**config.mk**
```make
export PLATFORM = sky130hd
export DESIGN_NAME = fetch_prefetch_queue
export DESIGN_NICKNAME = d
export VERILOG_FILES = /design/src/rtl/fetch_pkg.sv /design/src/rtl/fetch_fifo.sv /design/src/rtl/fetch_prefetch_queue.sv
export SDC_FILE = /design/constraint.sdc
export NUM_CORES = 1
export LEC_CHECK = 0
export BUFFER_PORTS_ARGS = -buffer_cell sky130_fd_sc_hd__buf_2
export CORE_MARGIN = 2
export CORE_UTILIZATION = 45
export DETAILED_ROUTE_END_ITERATION = 6
export GPL_ROUTABILITY_DRIVEN = 0
export HOLD_SLACK_MARGIN = 0.12
export PLACE_DENSITY = 0.73
export SLEW_MARGIN = 25
export SYNTH_ARGS = -nofsm -noshare
export SYNTH_HDL_FRONTEND = slang
export SYNTH_SLANG_ARGS = --single-unit
```
**constraint.sdc**
```tcl
create_clock -name clk -period 8.2 [get_ports clk]
set_input_delay 0.82 -clock clk [delete_from_list [all_inputs] [get_ports clk]]
set_output_delay 0.82 -clock clk [all_outputs]
set_load 0.01 [all_outputs]
```
**src/rtl/fetch_pkg.sv**
```systemverilog
// Shared definitions for the instruction prefetch queue: default widths,
// fetch FSM encoding and the packed {pc, inst} FIFO entry width.
package fetch_pkg;

   localparam int XLEN_DEF   = 64;
   localparam int INST_W_DEF = 32;
   localparam logic [XLEN_DEF-1:0] RESET_PC_DEF = 64'h0;

   typedef enum logic [1:0] {
      IDLE  = 2'd0,
      WAIT  = 2'd1,
      DRAIN = 2'd2
   } fetch_state_e;

   function automatic int entry_w(input int xlen, input int inst_w);
      return xlen + inst_w;
   endfunction

   // Width of one queued entry, packed as {pc, inst}.
   localparam int ENTRY_W = entry_w(XLEN_DEF, INST_W_DEF);

endpackage

```
**src/rtl/fetch_fifo.sv**
```systemverilog
// Small synchronous FIFO with combinational head read and a flush that
// overrides push and pop. Head reads as zero while the FIFO is empty.
module fetch_fifo #(
   parameter int WIDTH = 96,
   parameter int DEPTH = 4
) (
   input  logic                     clk,
   input  logic                     rst_n,
   input  logic                     push_i,
   input  logic                     pop_i,
   input  logic                     flush_i,
   input  logic [WIDTH-1:0]         wdata_i,
   output logic [$clog2(DEPTH):0]   count_o,
   output logic [WIDTH-1:0]         head_o
);

   localparam int PTR_W = $clog2(DEPTH);
   localparam logic [PTR_W:0] FULL_CNT = (PTR_W + 1)'(DEPTH);

   logic [WIDTH-1:0] mem_q [DEPTH];
   logic [PTR_W-1:0] wr_ptr_q;
   logic [PTR_W-1:0] rd_ptr_q;
   logic [PTR_W:0]   count_q;
   logic             do_push;
   logic             do_pop;
   logic             empty;

   assign empty   = (count_q == '0);
   assign do_pop  = pop_i && !empty;
   assign do_push = push_i && ((count_q != FULL_CNT) || do_pop);

   always_ff @(posedge clk or negedge rst_n) begin
      if (!rst_n) begin
         wr_ptr_q <= '0;
         rd_ptr_q <= '0;
         count_q  <= '0;
      end else if (flush_i) begin
         wr_ptr_q <= '0;
         rd_ptr_q <= '0;
         count_q  <= '0;
      end else begin
         if (do_push) wr_ptr_q <= wr_ptr_q + PTR_W'(1);
         if (do_pop)  rd_ptr_q <= rd_ptr_q + PTR_W'(1);
         case ({do_push, do_pop})
            2'b10:   count_q <= count_q + (PTR_W + 1)'(1);
            2'b01:   count_q <= count_q - (PTR_W + 1)'(1);
            default: count_q <= count_q;
         endcase
      end
   end

   // Storage is a register file so the head is visible in the cycle after a push.
   for (genvar gi = 0; gi < DEPTH; gi++) begin : g_entry
      always_ff @(posedge clk) begin
         if (do_push && !flush_i && (wr_ptr_q == PTR_W'(gi))) begin
            mem_q[gi] <= wdata_i;
         end
      end
   end

   assign count_o = count_q;
   assign head_o  = empty ? '0 : mem_q[rd_ptr_q];

endmodule

```
**src/rtl/fetch_prefetch_queue.sv**
```systemverilog
// Sequential instruction prefetcher: one outstanding imem request, responses
// queued with their PCs, flush-and-refetch on redirect from execute.
module fetch_prefetch_queue
   import fetch_pkg::*;
#(
   parameter int XLEN   = XLEN_DEF,
   parameter int INST_W = INST_W_DEF,
   parameter int DEPTH  = 4,
   parameter logic [XLEN-1:0] RESET_PC = XLEN'(RESET_PC_DEF)
) (
   input  logic              clk,
   input  logic              reset,
   output logic              imem_req,
   output logic [XLEN-1:0]   imem_addr,
   input  logic              imem_ack,
   input  logic [INST_W-1:0] imem_rdata,
   input  logic              redirect_valid,
   input  logic [XLEN-1:0]   redirect_pc,
   output logic              inst_valid,
   output logic [INST_W-1:0] inst,
   output logic [XLEN-1:0]   inst_pc,
   output logic [XLEN-1:0]   inst_pc4,
   input  logic              inst_ready
);

   localparam int E_W   = entry_w(XLEN, INST_W);
   localparam int CNT_W = $clog2(DEPTH) + 1;
   localparam logic [CNT_W-1:0] DEPTH_CNT = CNT_W'(DEPTH);

   fetch_state_e     state_q;
   logic             req_q;
   logic [XLEN-1:0]  addr_q;
   logic [XLEN-1:0]  fetch_pc_q;

   logic [CNT_W-1:0] count;
   logic [CNT_W-1:0] count_next;
   logic [E_W-1:0]   head;
   logic             push;
   logic             pop;
   logic             space_free;
   logic [XLEN-1:0]  target_pc;

   assign inst_valid = (count != '0);
   assign pop        = inst_valid && inst_ready;
   assign push       = imem_ack && (state_q == WAIT) && !redirect_valid;
   assign count_next = redirect_valid ? '0
                     : count + CNT_W'(push) - CNT_W'(pop);
   // A request only goes out when its response is guaranteed a slot.
   assign space_free = (count_next < DEPTH_CNT);
   assign target_pc  = redirect_pc & ~XLEN'(3);

   always_ff @(posedge clk or negedge reset) begin
      if (!reset) begin
         state_q    <= IDLE;
         req_q      <= 1'b0;
         addr_q     <= RESET_PC;
         fetch_pc_q <= RESET_PC;
      end else begin
         if (redirect_valid)  fetch_pc_q <= target_pc;
         else if (push)       fetch_pc_q <= addr_q + XLEN'(4);

         case (state_q)
            IDLE: begin
               if (!redirect_valid && space_free) begin
                  state_q <= WAIT;
                  req_q   <= 1'b1;
                  addr_q  <= fetch_pc_q;
               end
            end
            WAIT: begin
               if (redirect_valid) begin
                  if (imem_ack) begin
                     state_q <= IDLE;
                     req_q   <= 1'b0;
                  end else begin
                     state_q <= DRAIN;
                  end
               end else if (imem_ack) begin
                  if (space_free) begin
                     addr_q <= addr_q + XLEN'(4);
                  end else begin
                     state_q <= IDLE;
                     req_q   <= 1'b0;
                  end
               end
            end
            DRAIN: begin
               if (imem_ack) begin
                  state_q <= IDLE;
                  req_q   <= 1'b0;
               end
            end
            default: begin
               state_q <= IDLE;
               req_q   <= 1'b0;
            end
         endcase
      end
   end

   fetch_fifo #(
      .WIDTH (E_W),
      .DEPTH (DEPTH)
   ) u_fifo (
      .clk     (clk),
      .rst_n   (reset),
      .push_i  (push),
      .pop_i   (pop),
      .flush_i (redirect_valid),
      .wdata_i ({addr_q, imem_rdata}),
      .count_o (count),
      .head_o  (head)
   );

   assign imem_req  = req_q;
   assign imem_addr = addr_q;
   assign inst      = head[INST_W-1:0];
   assign inst_pc   = head[E_W-1:INST_W];
   assign inst_pc4  = inst_valid ? (inst_pc + XLEN'(4)) : '0;

endmodule

```
==> metrics.cfg, run 1 <==
[run_status]
outcome=finished clean

[synthesis]
synth_area_um2=24600
ys_types=68
ys_ff_latch=522
syn_area_per_cell_um2=13.0
synth_ff_type=edfxtp_1
async_flop_share=0.264
synthTopCellsByArea=edfxtp_1, dfrtp_1, mux4_2, nand2_1, and2_1
synth_top_area_share=0.469
syn-num-nets=2008
synth-edff-count=384
ys_seq_area_frac=0.609
syn_inst=1898
synth_area_leader_cell=edfxtp_1
ys_warn_count=0

[sta]
hold-worst-slack_ns=0.249
fmax_ghz=0.165
relSlewSlack=0.326
tns_ns=0
hold_violations=0
worstMarginPinSlew_ns=1.01
skew_ns=0.0292
post-route-min-period_ns=6.05
fin_crit_sh=0.738
setup_violations=0
rsz0062_at_grt=false
slew_viol_final=0
fin_ws_ns=2.15

[worst_setup_path]
reg2reg_depth=5
r2r-start=state_q[0]
r2r-end=u_fifo.mem_q[2][32]
rrSetupSlack_ns=3.69
crit_fanout=53
crit_path_start_kind=register
worstSetupPathType=register to output port
worstPathArrival_ns=5.23
cp_data_required_time_ns=7.38
critical_path.endpoint_type=output port

[detailed_routing]
detailedRoute.firstIterationViolations=1564
drt-total-wl_um=67900
top_layer_used=met5
dr.pass1.iters=6
wl_met3_um=5480
num_vias=17200
drt-wirelength-per-cell_um=23.3
drt-met1-wl_um=29400
drcViolationCount=0
via_per_inst=5.90
postRouteAntennaNets=0
wl_met2_um=31400

[pwr]
p_sw_frac=0.388
p_sw_mw=3.92
p_comb_frac=0.359
leakage_nw=10.4
p_per_area_nw_per_um2=355
internal_power_mw=6.18
ir_drop_mv=0.205
seqPwrFrac=0.404
clock_power_share=0.237
total_power_mw=10.1

[die]
die_w_um=238
dieArea_um2=56600
start_util=0.456
core_area_um2=53900
die_height_um=238
io_pins=327
rows=85

[placement]
post_dp_cell_area_um2=26700
place_hpwl_um=45700
portBuffers=324
pre_cts_slack_ns=2.76

[cells_and_area]
final_area_um2=28500
fin_nets=2289
drive_above_1_share=0.249
syn_to_final_growth_pct=15.6

[min_path]
hold_class=input port to asynchronous set/reset pin

[clocking]
numCtsBuffers=53
cts.sinks=522
cts_setup_buffers=0
cts_hold_buf=0
cts_buffer_depth=3
htreeDepth=2
clk_pin_slew_worst_paths_ns=0.06
clk_latency_ns=0.60
root_buffer=clkbuf_16
ctsResizeCount=0
cts_tree=done

[global_routing]
grt_overflow=0
grt_usage=0.236
grt_pass1_vias=16800
grt_pass1_wl_um=101000
antenna_found_initial=5
grt_max_degree=77

[run]
drv_cap=0

[per-layer routing]
metal	vias up	global-route usage
li1	7705	-
met1	8681	0.336
met2	713	0.372
met3	123	0.0450
met4	2	0.0654
met5	-	0
[worst max-delay path, stage by stage, from the launching register on]
cell and delay (ns):
dfrtp_4 0.87, buf_4 0.85, mux4_1 0.57, and4_1 0.46, and2_1 0.18, and4_1 0.46
nand4_1 0.29, or4_1 0.46, a21oi_1 0.29, buf_2 0.20
[cells in the final DEF (no fill, tap or decap), drive strengths merged, types with 5 or more instances in the layout]
| master | count |
|---|---|
| edfxtp | 384 |
| buf | 350 |
| nand2 | 174 |
| dfrtp | 138 |
| nor2 | 132 |
| o21ai | 114 |
| and2 | 99 |
| mux4 | 99 |
| a21oi | 98 |
| nand3 | 74 |
| clkbuf | 69 |
| xor2 | 62 |
| xnor2 | 50 |
| o22ai | 42 |
| mux2i | 37 |
| nand4 | 36 |
| inv | 29 |
| nor3 | 27 |
| and3 | 22 |
| nor4 | 22 |
| nor3b | 20 |
| clkinv | 18 |
| or3 | 15 |
| and4 | 12 |
| ha | 8 |
| a31oi | 7 |
| a21o | 6 |
| mux2 | 5 |
| o211ai | 5 |
| a2bb2oi | 5 |
[power by group through the flow]
stage	logic, mW	clock network (mW)	registers (mW)
after floorplan	2.43	0	3.80
after detailed placement	3.62	0	4.12
after global routing	3.93	2.54	4.15
after CTS	3.63	2.44	4.06
after global placement	3.57	0	4.07
final	3.62	2.39	4.08
[per-stage QoR]
| stage | utilization | instances |
|---|---|---|
| 3_5_place_dp | 0.495 | 2820 |
| 4_1_cts | 0.527 | 2918 |
| 5_1_grt | 0.528 | 2919 |
| 2_1_floorplan | - | 1898 |
| 3_3_place_gp | 0.495 | 2820 |
| 6_report | 0.528 | 2920 |
[kinds of logic after synthesis]
kind of cell | after synthesis | synth area share
mux | 141 | 0.109
flops | 522 | 0.609
simple gates | 663 | 0.139
xor+xnor | 112 | 0.0399
buf+inv | 148 | 0.0291
fa+ha+maj | 9 | 0.00488
compound gates | 303 | 0.0698
[synthesized netlist by cell type, drive strengths merged (27+ instances only)]
library cell,number
xnor2,50
nand4,36
nand3,74
nor3,27
xor2,62
o22ai,42
a21oi,98
buf,36
dfrtp,138
nor2,132
and2,99
mux2i,37
mux4,99
o21ai,114
clkbuf,88
nand2,174
edfxtp,384
[worst max-delay path by stage]
stage / slack [ns] / cells after the start / start / to
3_3_place_gp: 2.79 / 9 / u_fifo.rd_ptr_q[0] / inst_pc4[58]
2_1_floorplan: 3.71 / 6 / imem_ack / u_fifo.mem_q[0][0]
3_5_place_dp: 2.76 / 9 / u_fifo.rd_ptr_q[0] / inst_pc4[58]
6_report: 2.15 / 9 / u_fifo.rd_ptr_q[0] / inst_pc4[55]
5_1_grt: 1.75 / 9 / u_fifo.rd_ptr_q[0] / inst_pc4[55]
4_1_cts: 2.09 / 9 / u_fifo.rd_ptr_q[0] / inst_pc4[58]
[flip-flops by register name (all words and copies together) (netlist names)]
| name | cells |
|---|---|
| state_q | 2 |
| imem_req | 1 |
| imem_addr | 64 |
| u_fifo.rd_ptr_q | 2 |
| u_fifo.wr_ptr_q | 2 |
| fetch_pc_q | 64 |
| u_fifo.count_o | 3 |
| u_fifo.mem_q | 384 |
[layout make-up]
cell class,count,area [um2]
fillers,4499,25500
flip-flops and latches,522,15000
multi-input cells,1228,8940
repair buffers,350,1830
clock buffers,69,1450
well taps,696,871
clock inverters,29,282
inverters,24,90.1
diodes,2,5.00
Note: power is estimated with default switching activity, not from simulation.
==> run 2, diff against run 1 <==
- clock period: 8.2 -> 6 ns (I/O delays scaled with it)
==> run 2 against run 1 <==
Flip-flop and latch count unchanged. Clock power rose by 35%. Global-route usage increased by 0.11 points. Largest power group unchanged.
==> metrics.cfg, run 2 (synthesis gave the netlist of run 1 again) <==
[detailed_routing]
drt-total-wl_um=67800  ; -0.18%
drcViolationCount=0  ; unchanged
num_vias=17200  ; +0.12%
drt-wirelength-per-cell_um=23.2  ; -0.38%
dr.pass1.iters=6  ; unchanged
detailedRoute.firstIterationViolations=1627  ; +4.0%
postRouteAntennaNets=0  ; unchanged
via_per_inst=5.89  ; about the same

[placement]
portBuffers=324  ; unchanged
post_dp_cell_area_um2=26800  ; +0.26%
place_hpwl_um=45600  ; about the same
pre_cts_slack_ns=1.40  ; -1.35 ns

[cells_and_area]
final_common_cell=edfxtp_1
drive_above_1_share=0.250  ; +0.000450
largest_register_ffs=384  ; unchanged
top_register=u_fifo.mem_q
final_cell_mix=edfxtp_1, buf_2, nand2_1
syn_to_final_growth_pct=15.9
fin_nets=2292  ; +0.13%
final_area_um2=28500  ; +0.20%

[pwr]
total_power_mw=13.8  ; +36%
ir_drop_mv=0.309  ; +51%
leakage_nw=10.5  ; +0.18%
p_per_area_nw_per_um2=482  ; +36%

[global_routing]
grt_pass1_vias=16700  ; -0.90%
antenna_found_initial=5  ; unchanged
grt_max_degree=97  ; +26%
grt_usage=0.237  ; +0.00114
grt_overflow=0  ; unchanged
grt_pass1_wl_um=102000  ; +0.66%

[sta]
rsz0062_at_grt=false
setup_violations=0  ; unchanged
skew_ns=0.0340  ; +0.00475 ns
fin_crit_sh=0.879
fmax_ghz=0.190
hold-worst-slack_ns=0.203  ; -0.0456 ns
hold_violations=0  ; unchanged
tns_ns=0  ; unchanged
worstMarginPinSlew_ns=0.945  ; -0.0664 ns
fin_ws_ns=0.724  ; -1.42 ns
relSlewSlack=0.370  ; +0.0443
post-route-min-period_ns=5.28
slew_viol_final=0  ; unchanged

[clocking]
cts_tree=done
ctsResizeCount=0  ; unchanged
cts_buffer_depth=3  ; unchanged
root_buffer=clkbuf_16
cts.sinks=522  ; unchanged
clk_latency_ns=0.61  ; about the same
numCtsBuffers=54  ; +1.9%
htreeDepth=2  ; unchanged
clk_pin_slew_worst_paths_ns=0.06  ; about the same
cts_setup_buffers=0  ; unchanged

[die]
io_pins=327  ; unchanged
die_height_um=238  ; unchanged
core_area_um2=53900  ; unchanged
dieArea_um2=56600  ; unchanged
rows=85  ; unchanged
start_util=0.456  ; unchanged
die_w_um=238  ; unchanged

[min_path]
hold_class=input port to register

[run_status]
outcome=finished clean

[worst_setup_path]
rrSetupSlack_ns=1.72  ; -1.97 ns
worstPathArrival_ns=4.68  ; -0.55 ns
worstSetupPathType=register to output port
cp_data_required_time_ns=5.40  ; -1.98 ns
crit_fanout=42  ; -21%
crit_path_start_kind=register
critical_path.endpoint_type=output port

[run]
drv_cap=0  ; unchanged

run 2: worst paths after layout:
path                       depth (start not counted)               start        endpoint
min reg2reg                                        2       fetch_pc_q[1]    imem_addr[1]
max reg2reg                                        7          state_q[0]   imem_addr[23]
max                                               11  u_fifo.rd_ptr_q[1]    inst_pc4[58]
max in group asynchronous                          3               reset   imem_addr[12]
min                                                3     redirect_pc[48]  fetch_pc_q[48]
min in group asynchronous                          2               reset  fetch_pc_q[48]
run 2: repair_timing:
action | 4_1_cts | 5_1_grt
hold buffers | 1 | 0
endpoints found under the hold margin | 76 | 0
setup endpoints to repair | 0 | 0
run 2: stage by stage:
| stage | utilization | std cells |
|---|---|---|
| 2_1_floorplan | - | 1898 |
| 3_3_place_gp | 0.497 | 2821 |
| 3_5_place_dp | 0.497 | 2821 |
| 4_1_cts | 0.529 | 2922 |
| 5_1_grt | 0.529 | 2923 |
| 6_report | 0.529 | 2926 |
run 2: per-layer routing:
metal / vias up / track usage / wire, um
li1: 7688 / - / -
met5: - / 0 / 23
met2: 779 / 0.371 / 31500
met1: 8662 / 0.337 / 28700
met4: 4 / 0.0585 / 1390
met3: 111 / 0.0536 / 6200
run 2: layout make-up:
cell class	instances	area, um2
Clock buffer	71	1470
Timing Repair Buffer	352	1910
Inverter	24	90.1
Sequential cell	522	15000
Multi-Input combinational cell	1228	8930
Fill cell	4584	25400
Tap cell	696	871
Antenna cell	4	10.0
Clock inverter	29	244
run 2: where the power goes:
part / internal, mW / leakage (nW) / switching (mW) / total [mW]
clock network: 1.85 / 0.844 / 1.38 / 3.23
logic: 1.99 / 4.46 / 2.99 / 4.98
registers: 4.57 / 5.15 / 0.971 / 5.54
run 2: critical path, cell delays in order (launching register included):
cell	delay, ns
dfrtp_4	0.83
mux4_2	0.38
and2_1	0.17
ha_1	0.31
nand2_1	0.09
o32a_1	0.37
or3_1	0.42
buf_4	0.24
nand2b_1	0.28
nor3_1	0.40
mux2_2	0.38
buf_2	0.14
